[src/rtl/wb_unit_pkg.sv]
// Shared constants for the writeback unit: register address width and load funct3 encodings.
package wb_unit_pkg;
    localparam int REG_ADDR_W = 5;

    localparam logic [2:0] LB  = 3'b000;
    localparam logic [2:0] LH  = 3'b001;
    localparam logic [2:0] LW  = 3'b010;
    localparam logic [2:0] LBU = 3'b100;
    localparam logic [2:0] LHU = 3'b101;
endpackage

[src/rtl/wb_fifo.sv]
// Small synchronous FIFO holding {tag, payload} entries; exposes per-entry valid and tag views.
module wb_fifo #(
    parameter int DEPTH = 2,
    parameter int WIDTH = 37,
    parameter int TAG_W = 5
) (
    input  logic                        clk,
    input  logic                        rst_n,
    input  logic                        push,
    input  logic                        pop,
    input  logic [WIDTH-1:0]            wdata,
    output logic [WIDTH-1:0]            rdata,
    output logic                        full,
    output logic                        empty,
    output logic [DEPTH-1:0]            entry_vld,
    output logic [DEPTH-1:0][TAG_W-1:0] entry_tag
);
    localparam int PTR_W = (DEPTH > 1) ? $clog2(DEPTH) : 1;
    localparam int CNT_W = $clog2(DEPTH + 1);

    logic [PTR_W-1:0]            wr_ptr_q, wr_ptr_d;
    logic [PTR_W-1:0]            rd_ptr_q, rd_ptr_d;
    logic [CNT_W-1:0]            count_q, count_d;
    logic [DEPTH-1:0]            vld_q, vld_d;
    logic [DEPTH-1:0][WIDTH-1:0] mem_q, mem_d;
    logic                        do_push, do_pop;

    assign full    = (count_q == CNT_W'(DEPTH));
    assign empty   = (count_q == '0);
    assign do_push = push & ~full;
    assign do_pop  = pop & ~empty;
    assign rdata   = empty ? '0 : mem_q[rd_ptr_q];
    assign entry_vld = vld_q;

    always_comb begin
        for (int i = 0; i < DEPTH; i++) begin
            entry_tag[i] = mem_q[i][WIDTH-1 -: TAG_W];
        end
    end

    // Pointers wrap naturally because DEPTH is a power of two.
    always_comb begin
        wr_ptr_d = wr_ptr_q;
        rd_ptr_d = rd_ptr_q;
        count_d  = count_q;
        vld_d    = vld_q;
        mem_d    = mem_q;
        if (do_push) begin
            wr_ptr_d         = wr_ptr_q + PTR_W'(1);
            vld_d[wr_ptr_q]  = 1'b1;
            mem_d[wr_ptr_q]  = wdata;
        end
        if (do_pop) begin
            rd_ptr_d         = rd_ptr_q + PTR_W'(1);
            vld_d[rd_ptr_q]  = 1'b0;
        end
        case ({do_push, do_pop})
            2'b10:   count_d = count_q + CNT_W'(1);
            2'b01:   count_d = count_q - CNT_W'(1);
            default: count_d = count_q;
        endcase
    end

    always_ff @(posedge clk) begin
        if (!rst_n) begin
            wr_ptr_q <= '0;
            rd_ptr_q <= '0;
            count_q  <= '0;
            vld_q    <= '0;
        end else begin
            wr_ptr_q <= wr_ptr_d;
            rd_ptr_q <= rd_ptr_d;
            count_q  <= count_d;
            vld_q    <= vld_d;
        end
    end

    always_ff @(posedge clk) begin
        mem_q <= mem_d;
    end
endmodule

[src/rtl/wb_unit.sv]
// Writeback unit: arbitrates ALU/load results into a FIFO and drains them into the register file.
module wb_unit
    import wb_unit_pkg::*;
#(
    parameter int DEPTH = 2,
    parameter int XLEN  = 32
) (
    input  logic                  clk,
    input  logic                  rst_n,
    input  logic                  i_alu_valid,
    output logic                  o_alu_ready,
    input  logic [REG_ADDR_W-1:0] i_alu_rd,
    input  logic [XLEN-1:0]       i_alu_data,
    input  logic                  i_ld_valid,
    output logic                  o_ld_ready,
    input  logic [REG_ADDR_W-1:0] i_ld_rd,
    input  logic [XLEN-1:0]       i_ld_word,
    input  logic [2:0]            i_ld_funct3,
    input  logic [1:0]            i_ld_offset,
    input  logic                  i_wr_gnt,
    output logic                  o_wr,
    output logic [REG_ADDR_W-1:0] o_rd,
    output logic [XLEN-1:0]       o_write_data,
    output logic [XLEN-1:0]       o_pend_mask,
    output logic                  o_empty
);
    localparam int ENTRY_W = REG_ADDR_W + XLEN;

    function automatic logic [XLEN-1:0] load_extract(input logic [XLEN-1:0] word,
                                                     input logic [2:0]      funct3,
                                                     input logic [1:0]      offset);
        logic signed [7:0]  byte_s;
        logic signed [15:0] half_s;
        byte_s = 8'(word >> {offset, 3'b000});
        half_s = 16'(word >> {offset[1], 4'b0000});
        case (funct3)
            LB:      load_extract = XLEN'(byte_s);
            LBU:     load_extract = XLEN'($unsigned(byte_s));
            LH:      load_extract = XLEN'(half_s);
            LHU:     load_extract = XLEN'($unsigned(half_s));
            default: load_extract = word;
        endcase
    endfunction

    logic                         full, empty;
    logic                         ld_hs, alu_hs, push, pop;
    logic [REG_ADDR_W-1:0]        push_rd;
    logic [XLEN-1:0]              push_data;
    logic [ENTRY_W-1:0]           head;
    logic [DEPTH-1:0]             entry_vld;
    logic [DEPTH-1:0][REG_ADDR_W-1:0] entry_tag;
    logic [XLEN-1:0]              pend_mask;

    // Loads win arbitration; readiness ignores any same-cycle pop.
    assign o_ld_ready  = ~full;
    assign o_alu_ready = ~full & ~i_ld_valid;
    assign ld_hs       = i_ld_valid & o_ld_ready;
    assign alu_hs      = i_alu_valid & o_alu_ready;
    assign push_rd     = ld_hs ? i_ld_rd : i_alu_rd;
    assign push_data   = ld_hs ? load_extract(i_ld_word, i_ld_funct3, i_ld_offset) : i_alu_data;
    assign push        = (ld_hs | alu_hs) & (push_rd != '0);

    assign o_wr         = ~empty & i_wr_gnt & rst_n;
    assign pop          = o_wr;
    assign o_empty      = empty;
    assign o_rd         = head[ENTRY_W-1 -: REG_ADDR_W];
    assign o_write_data = head[XLEN-1:0];

    wb_fifo #(
        .DEPTH (DEPTH),
        .WIDTH (ENTRY_W),
        .TAG_W (REG_ADDR_W)
    ) u_fifo (
        .clk       (clk),
        .rst_n     (rst_n),
        .push      (push),
        .pop       (pop),
        .wdata     ({push_rd, push_data}),
        .rdata     (head),
        .full      (full),
        .empty     (empty),
        .entry_vld (entry_vld),
        .entry_tag (entry_tag)
    );

    always_comb begin
        pend_mask = '0;
        for (int i = 0; i < DEPTH; i++) begin
            if (entry_vld[i]) pend_mask[entry_tag[i]] = 1'b1;
        end
        pend_mask[0] = 1'b0;
    end

    assign o_pend_mask = pend_mask;
endmodule

[config.mk]
export PLATFORM = sky130hd
export DESIGN_NAME = wb_unit
export DESIGN_NICKNAME = d
export VERILOG_FILES = /design/src/rtl/wb_unit_pkg.sv /design/src/rtl/wb_fifo.sv /design/src/rtl/wb_unit.sv
export SDC_FILE = /design/constraint.sdc
export NUM_CORES = 1
export LEC_CHECK = 0
export ABC_CLOCK_PERIOD_IN_PS = 3400
export CAP_MARGIN = 20
export CORE_MARGIN = 2
export CORE_UTILIZATION = 30
export CTS_CLUSTER_DIAMETER = 50
export CTS_CLUSTER_SIZE = 30
export DETAILED_ROUTE_END_ITERATION = 6
export PLACE_DENSITY = 0.58
export SETUP_SLACK_MARGIN = 0.2
export SLEW_MARGIN = 20
export SYNTH_ARGS = -nofsm -noshare
export SYNTH_HDL_FRONTEND = slang
export SYNTH_SLANG_ARGS = --single-unit
[constraint.sdc]
create_clock -name clk -period 3.4 [get_ports clk]
set_input_delay 0.34 -clock clk [delete_from_list [all_inputs] [get_ports clk]]
set_output_delay 0.34 -clock clk [all_outputs]
set_load 0.02 [all_outputs]
; ---- Yosys cells after proc, flatten, opt, wreduce, memory -nomap -nowiden
; Index checks and enable logic that the tools add are counted.
[totals]
input_bits = 84
output_inout_bits = 73
elab_cells = 72
regBits = 80
[classes]
n_reduce_logical = 8
bitwise_logic = 16
addsub = 4
order_cmp = 8
mux = 22
n_eq_ne = 6
shift = 2
[ops]
columns = op, n
row1 = two-way mux 37 bit, 4
row2 = case mux 32 bit (4 select lines), 1
row3 = two-way mux 32 bit, 3
row4 = bitwise mux 74 bit, 1
row5 = demux 37 bit (select 1 bit), 1
row6 = OR 32 bit, 1
row7 = >> shifter 32 x 5 -> 16 bit, 1
row8 = >> shifter 32 x 5 -> 8 bit, 1
row9 = less-than comparator 5 x 6 -> 1 bit (second input constant), 2
row10 = demux 1 bit (select 5 bit), 2
row11 = >= comparator 5 x 1 -> 1 bit (second input constant), 2
row12 = bitwise AND 1 bit, 8
row13 = equality test 3 bit (second input constant), 2
row14 = two-way mux 5 bit, 1
row15 = nonzero test 5 bit, 1
row16 = equality test 2 bit (second input constant), 2
row17 = logical AND 1 bit, 4
row18 = less-than comparator 1 x 2 -> 1 bit (second input constant), 2
row19 = two-way mux 1 bit, 4
row20 = two-way mux 2 bit, 2
row21 = case mux 2 bit (2 select lines), 1
row22 = equality test 3 x 1 -> 1 bit (second input constant), 1
row23 = zero test 3 bit, 1
row24 = inverter 1 bit, 3
row25 = other kinds (12), 15

; ---- Longest topological paths before layout
; Gate-level depths: netlist of the first run.
[depth]
ltp_word = 10
ltp_mapped = 8
ltp_nobuf = 8

; ---- Modules after synthesis
; Synthesis of the first run repeated with hierarchy kept, for this count alone.
[unflattened]
hier_cells = 478
hier_area_um2 = 5051.1
[modules_own_cells]
columns = module, cells_per_inst, instances, area_per_inst_um2, seq_area_each_um2
row1 = wb_fifo, 195, 1, 3125.5, 2342.2
row2 = wb_unit, 283, 1, 1925.6, 0.0

; ---- Worst setup path before layout of the first run
; Ideal clock, no wire load.
[synth_path]
path_type = reg-to-reg
from = register u_fifo.count_q[0]
to = register u_fifo.mem_q, in the netlist u_fifo.entry_tag[5] (enable)
period_less_slack_ns = 3.002
setup_ns = 0.431
path_slack_ns = 0.398
required_ns = 2.969
path_stages_with_launch = 6
t_arrival_ns = 2.571
n_path_buf = 0
cell_sequence = dfxtp_1 > nor2b_1 > inv_1 > o2111a_1 > nor2_1 > nor2_1
[synth_via]
elab_chain_len = 7
word_cells_on_any_way = 10
cone_classes = eq/ne (1) / mux (1) / bitwise (7) / reduce/logical (1)
[synth_lines]
columns = element, line_no
row1 = "start, declared", wb_fifo.sv:23  ; logic [CNT_W-1:0] count_q, count_d;
row2 = "start signal, assigned", wb_fifo.sv:73  ; count_q <= count_d;
row3 = equality test 2 bit *, wb_fifo.sv:28  ; assign full = (count_q == CNT_W'(DEPTH));
row4 = inverter 1 bit *, wb_unit.sv:55  ; assign o_ld_ready = ~full;
row5 = via o_ld_ready, wb_unit.sv:15  ; output logic o_ld_ready,
row6 = bitwise AND 1 bit (on tied branches), "wb_unit.sv:57, wb_unit.sv:56"
row7 = two-way mux 5 bit or bitwise AND 1 bit (tied branches), "wb_unit.sv:59, wb_unit.sv:58"
row8 = nonzero test 5 bit or OR 1 bit (tied branches), wb_unit.sv:61  ; assign push = (ld_hs | alu_hs) & (push_rd != '0);
row9 = bitwise AND 1 bit, wb_unit.sv:61
row10 = bitwise AND 1 bit *, wb_fifo.sv:30  ; assign do_push = push & ~full;
row11 = "end signal, assigned", wb_fifo.sv:79  ; mem_q <= mem_d;
row12 = "end, declared", wb_fifo.sv:25  ; logic [DEPTH-1:0][WIDTH-1:0] mem_q, mem_d;
; The timed path passes the listed nets; every way through them passes the cells marked *.
; A chain may end at the register's enable or synchronous reset.

; ---- Final worst setup path of the first run
[layout_path]
from = register u_fifo.mem_q, in the netlist u_fifo.entry_tag[3]
to = output port o_pend_mask[5]
[layout_via]
elab_chain_len = 7
word_cells_on_any_way = 8
cone_classes = order compare (2) / mux (4) / bitwise (1) / reduce/logical (1)
[layout_lines]
columns = element, line_no
row1 = less-than comparator 5 x 6 -> 1 bit (not written as such) or >= comparator 5 x 1 -> 1 bit (tied branches), wb_unit.sv:89  ; if (entry_vld[i]) pend_mask[entry_tag[i]] = 1'b1;
row2 = logical AND 1 bit (not written as such), wb_unit.sv:89
row3 = two-way mux 1 bit (not written as such), wb_unit.sv:89
row4 = demux 1 bit (select 5 bit) *, wb_unit.sv:89
row5 = two-way mux 32 bit *, wb_unit.sv:89
row6 = OR 32 bit (no line), n/a
row7 = two-way mux 32 bit *, wb_unit.sv:89
row8 = "end, declared", wb_unit.sv:24  ; output logic [XLEN-1:0] o_pend_mask,
; Mark *: on every way between the ends. The rest lies on a longest branch, timed or not.

==> flow_metrics.tcl, run 1 <==
set metrics [dict create \
    status "finished, final reports clean" \
    grt_use_met1 0.219 \
    reg2reg_to "u_fifo.mem_q[21]" \
    register_area_mm2 0.00234 \
    total_power_mw 4.21 \
    avgSynthCellArea_um2 10.1 \
    gr-usage-met3 0.0381 \
    hold_buffers 0 \
    gr-max-usage-layer "met2" \
    route.detailed.drc 0 \
    die_h_um 127 \
    synth_cells 451 \
    hold_path_startpoint "u_fifo.wr_ptr_q" \
    yosysSeqAreaShare 0.516 \
    cp_num_buf_inv 1 \
    multiInputGateArea_mm2 0.00204 \
    layout_common_cells "155 x clkdlybuf4s50_1, 74 x edfxtp_1, 58 x nor2_1" \
    fillers 1415 \
    async_flop_share 0 \
    tns_ps 0 \
    synth_edf_count 74 \
    first_pass_iters 5 \
    ir_drop_mv 0.252 \
    cts_tree "done" \
    cts_setup_buffers 0 \
    slowest_delay_ps 650 \
    ctsHtreeMaxLevel 3 \
    final-setup-viol-count 0 \
    slew_headroom 0.474 \
    worst_setup_path_end_kind "output pin" \
    clk_latency_ps 330 \
    cts_inserted_buffers 9 \
    clock_sinks 80 \
    final_common_cell "clkdlybuf4s50_1" \
    leakage_nw 2.27 \
    synthesis.area_mm2 0.00454 \
    ff2ff_setup_slack_ps 860 \
    fin_crit_sh 0.767 \
    critPathKind "flop to output pin" \
    finalWirelength_mm 14.0 \
    root_buffer "clkbuf_16" \
    worst-r2r-cell-count 5 \
    die_w_um 127 \
    grt_pass1_wl_mm 21.8 \
    required_ps 3060 \
    ys_warn_count 0 \
    cp_max_fo 9 \
    core-area_mm2 0.0146 \
    max_freq_mhz 383 \
    finalHoldViolCount 0 \
    grt_use_total 0.174 \
    yosysTopAreaCell "edfxtp_1" \
    worstMarginPinSlew_ps 787 \
    hold_depth 2 \
    finalCriticalPeriod_ps 2610 \
    grt_pass1_vias 4180 \
    reg2reg_from "u_fifo.count_q[1]" \
    cts_buffer_depth 2 \
    place_congestion 0.899 \
    crit_path_start_kind "flop" \
    synth_top_area_share 0.489 \
    start_util 0.310 \
    slew_viol_final 0 \
    io_pins 157 \
    rows 44 \
    antennaDiodeCount 0 \
    drtIter0Drc 204 \
    synthFlopType "edfxtp_1" \
    vias 4087 \
    crit_slowest_cell "clkdlybuf4s50_1" \
    hpwl_mm 10.8 \
    grt_overflow_total 0 \
    cp_top_family "buffers and inverters" \
    area_growth_pct 44.3 \
    viasPerCell 5.21 \
    ys_top_cells_by_area "edfxtp_1 49%, mux2i_1 9.9%, nor2_1 5.0%" \
    ys_ff_latch 80 \
    ant_nets 0 \
    hold_class "flop to flop" \
    power-per-cell-area_mw_per_mm2 643 \
    whs_endpoint "u_fifo.wr_ptr_q" \
    cp_cell_sequence "or3b_2 -> o22ai_1 -> clkdlybuf4s50_1" \
    crit_arrival_ps 2270 \
    yosysUniqueCellTypes 39 \
    wire_per_inst_um 17.8 \
    final.setup_skew_ps 3.30 \
    grt_use_met2 0.299 \
    antenna_found_initial 0 \
    drv_cap 0 \
    port-buffer-count 155 \
    clk_pin_slew_worst_paths_ps 60 \
    cts-resized-gates 0 \
    rsz0062_at_grt "false" \
    drive_above_1_share 0.0749 \
    dieArea_mm2 0.0161 \
    synth_fp_nets 536 \
    grt_start_max_net_pins 38 \
    nets 681 \
]
[logic make-up (layout without fill, tap and decap cells)]
group | count (synthesis) | count (layout) | synth area share
XOR/XNOR | 3 | 3 | 0.00579
multiplexers | 54 | 54 | 0.124
AND/OR/NAND/NOR | 198 | 198 | 0.208
flip-flops | 80 | 80 | 0.516
adder cells (fa/ha/maj) | 1 | 1 | 0.00276
AO/OA/AOI/OAI | 72 | 72 | 0.102
buffers and inverters | 42 | 192 | 0.0402
other | 1 | 1 | 0.000826
[cells in the mapped netlist, types with 6 or more instances]
cell      instances
nand2_1          50
nor2b_1          16
o21ai_0          20
nand3_1          36
a221oi_1          8
inv_1             9
dfxtp_1           6
clkbuf_1         24
nor2_1           61
mux2i_1          45
nand2b_1          7
edfxtp_1         74
nand3b_1         10
mux2_2            8
o22ai_1          31
[power breakdown]
group | leakage, nW | internal [mW] | switching [mW] | total (mW)
logic | 1.39 | 0.808 | 1.06 | 1.87
clock network | 0.130 | 0.490 | 0.370 | 0.860
registers | 0.753 | 1.36 | 0.130 | 1.49
[area by class of cell]
cell class	instances	area share
repair buffers	167	0.251
flip-flops and latches	80	0.358
well taps	184	0.0351
inverters	9	0.00516
multi-input cells	329	0.311
clock buffers	10	0.0350
clock inverters	6	0.00535
[worst max path at each step]
| stage | slack (ps) | to | cells after the start | start |
|---|---|---|---|---|
| final | 790 | o_pend_mask[5] | 3 | u_fifo.entry_tag[3] |
| after global placement | 620 | u_fifo.count_q[1] | 7 | i_alu_rd[1] |
| after floorplan | 400 | u_fifo.entry_tag[5] | 5 | u_fifo.count_q[0] |
| after CTS | 780 | o_pend_mask[18] | 3 | u_fifo.entry_tag[3] |
| after global routing | 640 | u_fifo.mem_q[58] | 5 | u_fifo.count_q[1] |
| after detailed placement | 560 | u_fifo.count_q[1] | 7 | i_alu_rd[1] |
[metrics by stage]
step / utilization / hold slack, ps / worst slack (ps) / std cells / area, um^2
final: 0.447 / 503 / 791 / 785 / 6550
after global routing: 0.447 / 543 / 637 / 785 / 6550
after CTS: 0.447 / 504 / 780 / 785 / 6550
after detailed placement: 0.429 / 494 / 561 / 769 / 6290
after global placement: 0.429 / 466 / 616 / 769 / 6290
after floorplan: - / 451 / 398 / 451 / 4540
[per-layer routing]
layer	part of all wire	vias up
li1	-	1948
met2	0.49	194
met4	0.012	0
met5	0	-
met1	0.43	1932
met3	0.072	13
[tightest hold or removal path, cell delays in order (launching register included)]
cell	delay, ps
dfxtp_1	320
nand2_1	60
mux2i_1	70
[registers in the layout, summed over array words and instances, names as in the netlist]
register	cells
u_fifo.count_q	2
u_fifo.entry_tag	10
u_fifo.entry_vld	2
u_fifo.mem_q	64
u_fifo.rd_ptr_q	1
u_fifo.wr_ptr_q	1
Power figures use the tool's default switching activity.
==> inputs of run 2 (changes only) <==
ABC_CLOCK_PERIOD_IN_PS = 2700   (was 3400)
clock period = 2.7 ns   (was 3.4 ns; I/O delays follow)
==> run 2 against run 1 <==
Register-to-register slack got worse by 240 ps. First-iteration DRC count rose by 9.3%. Via count rose by 0.51%. Cell count grew 2.4%. Utilization increased by 1.6 points. Hold slack gained 9.7 ps. Global-route usage is 0.12 points higher. Clock skew grew 0.81 ps. Largest cell class unchanged.
==> flow_metrics.tcl, run 2 (same netlist as run 1, synthesis figures left out) <==
set metrics [dict create \
    hpwl_mm 10.8 \
    tns_ps 0 \
    port-buffer-count 155 \
    cts_buffer_depth 2 \
    slew_viol_final 0 \
    final_common_cell "clkdlybuf4s50_1" \
    root_buffer "clkbuf_16" \
    fin_crit_sh 0.905 \
    die_h_um 127 \
    clk_pin_slew_worst_paths_ps 60 \
    cts_tree "done" \
    route.detailed.drc 0 \
    area_growth_pct 49.6 \
    power_frac_seq 0.330 \
    die_w_um 127 \
    largest_register_ffs 64 \
    largest-register "u_fifo.mem_q" \
    drive_above_1_share 0.105 \
    critPathKind "flop to output pin" \
    clk_latency_ps 330 \
    finalCriticalPeriod_ps 2440 \
    finalHoldViolCount 0 \
    nets 701 \
    antenna_found_initial 1 \
    drtIter0Drc 223 \
    required_ps 2430 \
    rsz0062_at_grt "false" \
    first_pass_iters 5 \
    crit_arrival_ps 2170 \
    start_util 0.310 \
    vias 4108 \
    dp.cells 776 \
    grt_pass1_vias 4112 \
    grt_use_total 0.175 \
    final-setup-viol-count 0 \
    viasPerCell 5.11 \
    io_pins 157 \
    total_power_mw 5.61 \
    final_cells 804 \
    worst_setup_path_end_kind "output pin" \
    max_freq_mhz 409 \
    clock_sinks 80 \
    dieArea_mm2 0.0161 \
    cts_inserted_buffers 9 \
    hold_class "flop to flop" \
    antennaDiodeCount 0 \
    hold_buffers 0 \
    ir_drop_mv 0.379 \
    wire_per_inst_um 17.6 \
    hold_slack_ps 513 \
    swShare 0.359 \
    leakage_nw 2.48 \
    layout_common_cells "147 x clkdlybuf4s50_1, 74 x edfxtp_1, 58 x nor2_1" \
    ant_nets 0 \
    final.setup_skew_ps 4.11 \
    rows 44 \
    grt_start_max_net_pins 44 \
    status "finished, final reports clean" \
    clock_power_share 0.211 \
    cp_max_fo 7 \
    core-area_mm2 0.0146 \
    worstMarginPinSlew_ps 574 \
    drv_cap 0 \
    place_congestion 0.882 \
    power-per-cell-area_mw_per_mm2 825 \
    slew_headroom 0.617 \
    ctsHtreeMaxLevel 3 \
    crit_path_start_kind "flop" \
    grt_pass1_wl_mm 21.9 \
    p_switching_mw 2.01 \
    grt_overflow_total 0 \
    finalWirelength_mm 14.2 \
    p_comb_frac 0.459 \
    intPower_mw 3.59 \
]
run 2: final timing paths:
check	endpoint	startpoint	cells past startpoint	slack [ps]
worst max-delay path	o_pend_mask[20]	u_fifo.entry_tag[6]	3	260
worst min-delay path	u_fifo.wr_ptr_q	u_fifo.wr_ptr_q	2	510
worst max register to register	u_fifo.count_q[1]	u_fifo.count_q[0]	7	620
worst min register to register	u_fifo.wr_ptr_q	u_fifo.wr_ptr_q	2	510
run 2: cell type report:
cell class                      count  area, um^2
Inverter                            9        33.8
Sequential cell                    80        2340
Multi-Input combinational cell    329        2040
Tap cell                          184         230
Clock inverter                      5        58.8
Clock buffer                       10         229
Timing Repair Buffer              187        1860
Fill cell                        1377        7850
run 2: repair_timing:
| action | 4_1_cts | 5_1_grt |
|---|---|---|
| setup buffers | 0 | 13 |
| setup endpoints to repair | 4 | 14 |
| pin swaps | 0 | 1 |
| gates resized for setup | 4 | 4 |
run 2: stage by stage:
stage | util | setup WS [ps] | instance area, um^2
6_report | 0.464 | 255 | 6790
3_5_place_dp | 0.436 | 144 | 6390
5_1_grt | 0.464 | 201 | 6790
3_3_place_gp | 0.436 | 182 | 6390
4_1_cts | 0.456 | 225 | 6670
2_1_floorplan | - | 313 | 4540
run 2: critical path, cell delays in order (launching register included):
cell and delay (ps):
edfxtp_1 430, or3b_2 600, o22ai_1 170, clkdlybuf4s50_1 630
run 2: routing by layer:
metal	wire length, um	track usage	part of all wire
met2	6680	0.287	0.47
met1	6240	0.231	0.44
met3	1070	0.0381	0.075
met5	0	0	0
met4	192	0.0556	0.014
run 2: power by group through the flow:
stage          Clock, mW  Sequential [mW]  Combinational (mW)
2_1_floorplan          0             1.80                1.38
3_3_place_gp           0             1.87                2.45
3_5_place_dp           0             1.88                2.47
4_1_cts             1.20             1.86                2.48
5_1_grt             1.25             1.88                2.77
6_report            1.19             1.85                2.57
==> inputs of run 3 (changes only) <==
GPL_ROUTABILITY_DRIVEN = 0   (was unset)
SETUP_SLACK_MARGIN = 0.3   (was 0.2)
==> run 3 against run 2 <==
Clock skew is essentially flat. Wire length shrank 0.39%. Die area is the same. Sequential power is essentially flat. Flip-flop and latch count is the same. Maximum frequency grew 6.4%. Register-to-register slack gained 20 ps. Critical endpoint is now o_pend_mask[13]. Largest cell class unchanged.
==> flow_metrics.tcl, run 3 (same netlist as run 1, synthesis figures left out) <==
set metrics [dict create \
    grt_use_met1 0.232 \
    wire_per_inst_um 17.6 \
    slew_headroom 0.621 \
    antennaDiodeCount 0 \
    cp_cell_sequence "nand3b_1 -> o22ai_1 -> clkdlybuf4s50_1" \
    grt_start_max_net_pins 44 \
    nets 698 \
    worstMarginPinSlew_ps 569 \
    gr-usage-met3 0.0381 \
    max_freq_mhz 435 \
    core-area_mm2 0.0146 \
    clk_pin_slew_worst_paths_ps 60 \
    grt_use_met2 0.284 \
    area_growth_pct 48.8 \
    hold_path_startpoint "u_fifo.wr_ptr_q" \
    cts_tree "done" \
    clock_power_share 0.214 \
    grt_pass1_wl_mm 21.9 \
    die_h_um 127 \
    worst_setup_path_end_kind "output pin" \
    start_util 0.310 \
    cts_buffer_depth 2 \
    final_common_cell "clkdlybuf4s50_1" \
    hold_class "flop to flop" \
    fin_crit_sh 0.851 \
    slew_viol_final 0 \
    postLayoutCoreUtil 0.461 \
    cp_top_family "buffers and inverters" \
    swShare 0.361 \
    cp_num_buf_inv 1 \
    cp_max_fo 8 \
    critPathKind "flop to output pin" \
    die_w_um 127 \
    crit_arrival_ps 2030 \
    finalWirelength_mm 14.1 \
    grt_overflow_total 0 \
    leakage_nw 2.56 \
    power_frac_seq 0.334 \
    hold_depth 2 \
    reg2reg_from "u_fifo.count_q[0]" \
    final-setup-viol-count 0 \
    power-per-cell-area_mw_per_mm2 819 \
    ant_nets 0 \
    required_ps 2430 \
    gr-max-usage-layer "met2" \
    largest-register "u_fifo.mem_q" \
    rsz0062_at_grt "true" \
    crit_path_start_kind "flop" \
    clock_sinks 80 \
    ctsHtreeMaxLevel 3 \
    total_power_mw 5.54 \
    finalHoldViolCount 0 \
    largest_register_ffs 64 \
    route.detailed.drc 0 \
    drtIter0Drc 225 \
    p_switching_mw 2.00 \
    intPower_mw 3.54 \
    crit_slowest_cell "clkdlybuf4s50_1" \
    dieArea_mm2 0.0161 \
    antenna_found_initial 1 \
    p_comb_frac 0.452 \
    hpwl_mm 10.8 \
    ir_drop_mv 0.379 \
    finalCriticalPeriod_ps 2300 \
    reg2reg_to "u_fifo.count_q[1]" \
    vias 4076 \
    io_pins 157 \
    first_pass_iters 4 \
    root_buffer "clkbuf_16" \
    viasPerCell 5.09 \
    drive_above_1_share 0.100 \
    cts_inserted_buffers 9 \
    grt_pass1_vias 4144 \
    slowest_delay_ps 630 \
    ff2ff_setup_slack_ps 640 \
    status "finished, final reports clean" \
    grt_use_total 0.175 \
    drv_cap 0 \
    whs_endpoint "u_fifo.wr_ptr_q" \
    worst-r2r-cell-count 7 \
    layout_common_cells "135 x clkdlybuf4s50_1, 74 x edfxtp_1, 58 x nor2_1" \
    rows 44 \
    clk_latency_ps 330 \
    tns_ps 0 \
    port-buffer-count 155 \
    final.setup_skew_ps 3.72 \
]
run 3: how the worst max path moves through the flow:
stage,startpoint,slack (ps),cells after the start,to
2_1_floorplan,u_fifo.count_q[0],310,5,u_fifo.entry_tag[5]
3_3_place_gp,i_alu_rd[1],180,7,u_fifo.count_q[1]
3_5_place_dp,i_alu_rd[1],140,7,u_fifo.count_q[1]
4_1_cts,u_fifo.entry_tag[6],300,3,o_pend_mask[24]
5_1_grt,u_fifo.entry_tag[5],250,3,o_pend_mask[22]
6_report,u_fifo.entry_tag[1],400,3,o_pend_mask[13]
run 3: repair_timing:
item,CTS,global route
endpoints found under the setup margin,20,13
hold endpoints to repair,0,0
pin swaps,1,0
hold buffers,0,0
gates resized for setup,13,8
gates cloned,0,0
setup buffers,6,4
run 3: metal layers:
metal | part of all wire | routed length [um]
met4 | 0.015 | 213
met2 | 0.47 | 6600
met5 | 0 | 0
met1 | 0.44 | 6250
met3 | 0.075 | 1060
run 3: per-stage QoR:
stage / std cells / instance area (um^2) / setup slack [ps] / hold WS (ps)
2_1_floorplan: 451 / 4540 / 313 / 405
3_3_place_gp: 776 / 6390 / 182 / 465
3_5_place_dp: 776 / 6390 / 144 / 495
4_1_cts: 797 / 6710 / 304 / 505
5_1_grt: 801 / 6760 / 254 / 544
6_report: 801 / 6760 / 403 / 511
run 3: power groups by stage:
stage	combinational [mW]	clock (mW)	sequential, mW
6_report	2.50	1.18	1.85
5_1_grt	2.69	1.25	1.88
4_1_cts	2.52	1.20	1.85
3_5_place_dp	2.47	0	1.88
3_3_place_gp	2.45	0	1.87
2_1_floorplan	1.38	0	1.80
run 3: final cells by class:
class                   count  area [um^2]
fillers                  1397         7890
multi-input cells         329         2040
well taps                 184          230
flip-flops and latches     80         2350
clock buffers              10          229
inverters                   9         33.8
repair buffers            184         1820
clock inverters             5         58.8
run 3: worst min-delay path, stage by stage, from the launching register on:
cell and delay, ps:
dfxtp_1 320, nand2_1 70, mux2i_1 70
